$ cat config.mk
export PLATFORM = sky130hd
export DESIGN_NAME = seq_multiplier
export DESIGN_NICKNAME = d
export VERILOG_FILES = /design/src/rtl/seq_multiplier.sv
export SDC_FILE = /design/constraint.sdc
export NUM_CORES = 1
export LEC_CHECK = 0
export ABC_AREA = 0
export CORE_ASPECT_RATIO = 1.5
export CORE_MARGIN = 3
export CORE_UTILIZATION = 34
export DETAILED_ROUTE_END_ITERATION = 12
export HOLD_SLACK_MARGIN = 0.08
export PLACE_DENSITY = 0.59
export SYNTH_ARGS = -nofsm -noshare
export SYNTH_HDL_FRONTEND = slang
export SYNTH_SLANG_ARGS = --single-unit
$ cat constraint.sdc
create_clock -name clk -period 4.2 [get_ports clk]
set_input_delay 0.84 -clock clk [delete_from_list [all_inputs] [get_ports clk]]
set_output_delay 0.84 -clock clk [all_outputs]
set_load 0.02 [all_outputs]
$ cat src/rtl/seq_multiplier.sv
// Iterative shift-add multiplier: one partial product per clock, full 2*WIDTH-bit product.
// Optional two's-complement support is compiled in with `define MULT_SIGNED_EN.
module seq_multiplier #(
   parameter int unsigned WIDTH = 8
) (
   input  logic               clk,
   input  logic               rst,
   input  logic               start,
   input  logic [WIDTH-1:0]   a,
   input  logic [WIDTH-1:0]   b,
   input  logic               signed_mode,
   output logic               busy,
   output logic               done,
   output logic [2*WIDTH-1:0] p
);

   localparam int unsigned PW = 2 * WIDTH;
   localparam int unsigned CW = $clog2(WIDTH);
   localparam logic [CW-1:0] LAST_ITER = CW'(WIDTH - 1);

   typedef enum logic [1:0] {
      S_IDLE,
      S_CALC,
      S_DONE
   } state_e;

   state_e            state_q,  state_d;
   logic [CW-1:0]     cnt_q,    cnt_d;
   logic [WIDTH-1:0]  mcand_q,  mcand_d;
   logic [WIDTH-1:0]  mplier_q, mplier_d;
   logic [PW-1:0]     acc_q,    acc_d;
   logic [PW-1:0]     p_q,      p_d;
   logic              busy_q,   busy_d;
   logic              done_q,   done_d;

   logic [WIDTH:0]    sum;
   logic [PW-1:0]     acc_step;
   logic [PW-1:0]     result;
   logic [WIDTH-1:0]  a_ld;
   logic [WIDTH-1:0]  b_ld;
   logic              accept;

   // One iteration: conditional add into the upper WIDTH+1 bits, then shift right.
   always_comb begin
      sum      = {1'b0, acc_q[PW-1:WIDTH]} + {1'b0, (mplier_q[0] ? mcand_q : WIDTH'(0))};
      acc_step = {sum, acc_q[WIDTH-1:1]};
   end

`ifdef MULT_SIGNED_EN
   logic neg_q, neg_d;
   logic a_neg, b_neg;

   // Operands become magnitudes at load; the product is negated on the way into p.
   always_comb begin
      a_neg  = signed_mode & a[WIDTH-1];
      b_neg  = signed_mode & b[WIDTH-1];
      a_ld   = a_neg ? (~a + WIDTH'(1)) : a;
      b_ld   = b_neg ? (~b + WIDTH'(1)) : b;
      result = neg_q ? (~acc_step + PW'(1)) : acc_step;
   end
`else
   logic unused_signed_mode;
   assign unused_signed_mode = signed_mode;

   always_comb begin
      a_ld   = a;
      b_ld   = b;
      result = acc_step;
   end
`endif

   // Next-state and datapath control.
   always_comb begin
      state_d  = state_q;
      cnt_d    = cnt_q;
      mcand_d  = mcand_q;
      mplier_d = mplier_q;
      acc_d    = acc_q;
      p_d      = p_q;
      busy_d   = 1'b0;
      done_d   = 1'b0;
      accept   = 1'b0;
`ifdef MULT_SIGNED_EN
      neg_d    = neg_q;
`endif

      case (state_q)
         S_IDLE: accept = start;
         S_CALC: begin
            acc_d    = acc_step;
            mplier_d = mplier_q >> 1;
            cnt_d    = cnt_q + CW'(1);
            busy_d   = 1'b1;
            if (cnt_q == LAST_ITER) begin
               state_d = S_DONE;
               cnt_d   = '0;
               busy_d  = 1'b0;
               done_d  = 1'b1;
               p_d     = result;
            end
         end
         S_DONE: begin
            state_d = S_IDLE;
            accept  = start;
         end
         default: state_d = S_IDLE;
      endcase

      // Load is shared by IDLE and DONE so back-to-back starts lose no cycle.
      if (accept) begin
         state_d  = S_CALC;
         busy_d   = 1'b1;
         mcand_d  = a_ld;
         mplier_d = b_ld;
         acc_d    = '0;
         cnt_d    = '0;
`ifdef MULT_SIGNED_EN
         neg_d    = (signed_mode & a[WIDTH-1]) ^ (signed_mode & b[WIDTH-1]);
`endif
      end
   end

   always_ff @(posedge clk) begin
      if (rst) begin
         state_q  <= S_IDLE;
         cnt_q    <= '0;
         mcand_q  <= '0;
         mplier_q <= '0;
         acc_q    <= '0;
         p_q      <= '0;
         busy_q   <= 1'b0;
         done_q   <= 1'b0;
`ifdef MULT_SIGNED_EN
         neg_q    <= 1'b0;
`endif
      end else begin
         state_q  <= state_d;
         cnt_q    <= cnt_d;
         mcand_q  <= mcand_d;
         mplier_q <= mplier_d;
         acc_q    <= acc_d;
         p_q      <= p_d;
         busy_q   <= busy_d;
         done_q   <= done_d;
`ifdef MULT_SIGNED_EN
         neg_q    <= neg_d;
`endif
      end
   end

   assign busy = busy_q;
   assign done = done_q;
   assign p    = p_q;

endmodule

# --- Word level (Yosys, flattened, before mapping) ---
# Cells that the tools add are included.
word_totals:
  regBits: 55
  output_inout_bits: 18
  elab_cells: 39
  inputBits: 20
op_classes:
  n_eq_ne: 6
  bitwise_logic: 2
  n_addsub: 2
  n_reduce_logical: 8
  muxes: 12
ops:
  columns: ["operator", "n"]
  rows:
  - ["$mux W8", 3]
  - ["$add A8 B8 Y9", 1]
  - ["$mux W1", 6]
  - ["$reduce_and A2 Y1", 3]
  - ["$reduce_or A2 Y1", 3]
  - ["$ne A2 B2 Y1 const B", 2]
  - ["$pmux W2 S2", 1]
  - ["$add A3 B1 Y3 const B", 1]
  - ["$eq A3 B3 Y1 const B", 1]
  - ["$mux W3", 1]
  - ["$ne A3 B3 Y1 const B", 1]
  - ["$eq A2 B1 Y1 const B", 1]
  - ["$eq A2 B2 Y1 const B", 1]
  - ["$logic_not A2 Y1", 1]
  - ["$mux W2", 1]
  - ["$not A1 Y1", 2]
  - ["$reduce_bool A2 Y1", 1]

# --- Longest topological paths before layout ---
depth:
  ltp_word: 5
  ltp_mapped: 7
  ltp_nobuf: 7

# --- Worst setup path after synthesis ---
# Ideal clock, no wire load.
synth_timing:
  kind: "register to register"
  startpoint: "reg mplier_q[0]"
  endpoint: "reg p_q[13], in the netlist p[13]"
  period_less_slack_ns: 1.995
  stages_incl_launch_ff: 8
  required_ns: 4.135
  arrival_time_ns: 1.930
  setup_time_ns: 0.065
  setup_slack_ns: 2.205
  n_path_buf: 0
  cell_sequence: "dfxtp_1 -> and2_1 -> ha_1 -> fa_1 -> a21oi_1 -> o21ai_0 -> a2111oi_0 -> nand4b_1"
synth_via:
  elab_chain_cells: 2
synth_rtl:
  columns: ["item", "line", "text"]
  rows:
  - ["start, declared", "30", "logic [WIDTH-1:0] mplier_q, mplier_d;"]
  - ["start signal, assigned", "140", "mplier_q <= mplier_d;"]
  - ["$mux W8", "45", "sum = {1'b0, acc_q[PW-1:WIDTH]} + {1'b0, (mplier_q[0] ? mcand_q : WIDTH'(0))};"]
  - ["$add A8 B8 Y9", "45", null]
  - ["end signal, assigned", "142", "p_q <= p_d;"]
  - ["end, declared", "32", "logic [PW-1:0] p_q, p_d;"]
# No other way between the ends.
# A chain may end at the register's enable or synchronous reset.

# --- Worst setup path after layout ---
layout_timing:
  startpoint: "in start"
  endpoint: "reg acc_q[14]"
layout_via:
  elab_chain_cells: 2
layout_rtl:
  columns: ["item", "line", "text"]
  rows:
  - ["start, declared", "8", "input logic start,"]
  - ["$mux W1", "87", "case (state_q)"]
  - ["$reduce_or A2 Y1 (no source line)", null, null]
  - ["end signal, assigned", "129", "acc_q <= '0;"]
  - ["end signal, assigned", "141", "acc_q <= acc_d;"]
  - ["end, declared", "31", "logic [PW-1:0] acc_q, acc_d;"]
# No other way between the ends.

==> qor.csv <==
metric,value,unit
final hold violations,0,
Critical Path Source Type,primary input,
status,"finished, final reports clean",
post-route insts no fill,399,
top post-synthesis cells by area,"dfxtp_1 45%, nand2_1 10%, a21oi_1 8.1%, ha_1 5.2%, nor2_1 3.0%",
TritonCTS buffer count,5,
total wire length,5700,um
Ys Warns,0,
post-layout min period,2530,ps
Skew-Pair Late Insertion Delay,310,ps
largest net degree at the start of global routing,48,
cells after synthesis,296,
Post-CTS Hold Fix Bufs,0,
post-CTS setup buffer count,0,
Clock Root Buffer,clkbuf_8,
Overall Global Routing Usage,14.9,%
CP max FO,18,
vias,2104,
Leak,1.03,nW
"commonest non-fill, non-tap cell in the layout",nand2_1,
Initial Util,36.0,%
most frequent cells in the layout,"64 x nand2_1, 54 x dfxtp_1, 39 x a21oi_1",
total of max-cap violations,0,
Worst IR Drop VDD,0.159,mV
worst-margin pin slew,1030,ps
Worst-path clk slew,100,ps
period utilisation layout,60.1,%
pre-CTS setup slack,1320,ps
Worst EP required,4460,ps
fmax,396,MHz
Final Skew,10.8,ps
post-synthesis sequential area ratio,45.0,%
area share of the largest cell type after synthesis,45.0,%
Power Density,325,nW/um^2
area grow syn2layout,19.8,%
vias in the first global route,2033,
Synth cell types,40,
Yosys reg bits,54,
layout cells sized above 1,3.41,%
clock sink count,54,
WL per Instance,14.3,um
# port buffers,36,
Tot Pwr,935,uW
Final ANT Viol Nets,0,
Die H,109,um
global route overflow,0,
antenna violations before repair,0,
"Top FF cell, synth",dfxtp_1,
Post-CTS Resized,0,
DRC viols,0,
hpwl dp,3930,um
"Design Area, Final",2870,um^2
Rows,36,
die width,74.6,um
critical path arrival,2790,ps
first-pass GRT wire length,9400,um
DR iter-0 viols,160,
Slew HR,31.3,%
Core Area,6670,um^2
kind of end point of the critical path,flop,
"FFs w/ async S/R, synth",0,%
DP Area,2780,um^2
I/O pin total,38,
setup TNS,0,ps
"Slew Viols, Final",0,
Tightest Hold Check Type,flop to flop,
RSZ-0062 raised after global routing,no,
fin nets,353,
syn_nets,327,
Setup WS post-layout,1670,ps
Setup CP Type,primary input to flop,
H-tree Lvls,2,
setup violators final,0,
"area leader, netlist",dfxtp_1,
Syn Area/Cell,8.11,um^2
GP Congestion,0.854,
router iterations before antenna repair,4,
number of synthesized flops with an enable pin,0,
synthesized area,2400,um^2
Vias/cell,5.27,
CTS tree,built,
clk buf depth,2,
n_diodes,0,
Post-Place Cells,391,
die area,8120,um^2
[power by group]
group          switching, mW  internal, mW  leakage, nW
Clock                  0.183         0.122       0.0458
Sequential           0.00898         0.527        0.439
Combinational         0.0549        0.0400        0.541
[worst max-delay path, stage by stage]
cell	delay [ps]
clkdlybuf4s50_1	430
nand2b_1	580
nand2b_4	270
or4_1	570
nand3_1	90
[kinds of logic (layout without fill, tap and decap cells)]
| group | count (synthesis) | count (layout) | synth area share, % |
|---|---|---|---|
| AOI/OAI and AO/OA | 65 | 65 | 15.5 |
| adders and majority gates | 11 | 11 | 6.05 |
| DFF | 54 | 54 | 45.0 |
| muxes | 1 | 1 | 0.417 |
| xor gates and xnor gates | 2 | 2 | 0.730 |
| buffers and inverters | 23 | 50 | 4.38 |
| and+or+nand+nor | 140 | 140 | 27.8 |
[cells in the mapped netlist, types with 3 or more instances]
| cell | n |
|---|---|
| inv_1 | 3 |
| nand3b_1 | 7 |
| ha_1 | 10 |
| dfxtp_1 | 54 |
| a21oi_1 | 39 |
| o22ai_1 | 6 |
| nand2_1 | 64 |
| and2_1 | 9 |
| nand3_1 | 9 |
| nor3_1 | 12 |
| nor4_1 | 3 |
| or3_1 | 3 |
| o21ai_0 | 6 |
| buf_2 | 3 |
| a211oi_1 | 3 |
| nor2_1 | 19 |
| nand2b_1 | 4 |
| clkbuf_1 | 14 |
[sequential cells by signal (all words and copies together) (netlist names)]
signal,count
p,16
acc_q,15
mcand_q,8
mplier_q,8
cnt_q,3
state_q,2
busy,1
done,1
[final timing paths]
path                endpoint  slack (ps)  depth (start not counted)        from
setup / recovery   acc_q[14]        1670                          5       start
hold / removal    mcand_q[2]         460                          2  mcand_q[2]
setup reg to reg       p[14]        1820                          5    cnt_q[0]
hold reg to reg   mcand_q[2]         460                          2  mcand_q[2]
[per-layer routing]
metal	routed length [um]	global-route usage [%]	share of wire, %	vias to the layer above
met4	143	6.49	2.5	0
met2	3020	26.2	53	36
met3	180	2.95	3.2	9
met1	2350	17.2	41	981
met5	0	0	0	-
li1	-	-	-	1078
[layout make-up]
type / instances / area [um^2]
sequential: 54 / 1080
multi-input combinational: 219 / 1210
tap: 76 / 95.1
clock inverter: 2 / 17.5
fill: 706 / 3790
timing repair buffer: 39 / 383
inverter: 3 / 11.3
clock buffer: 6 / 72.6
[metrics by stage]
step,hold slack (ps),utilization (%)
6_report,456,43.1
5_1_grt,484,43.1
3_3_place_gp,440,41.8
4_1_cts,459,43.1
3_5_place_dp,446,41.8
2_1_floorplan,432,-
(Power assumes the default switching activity.)
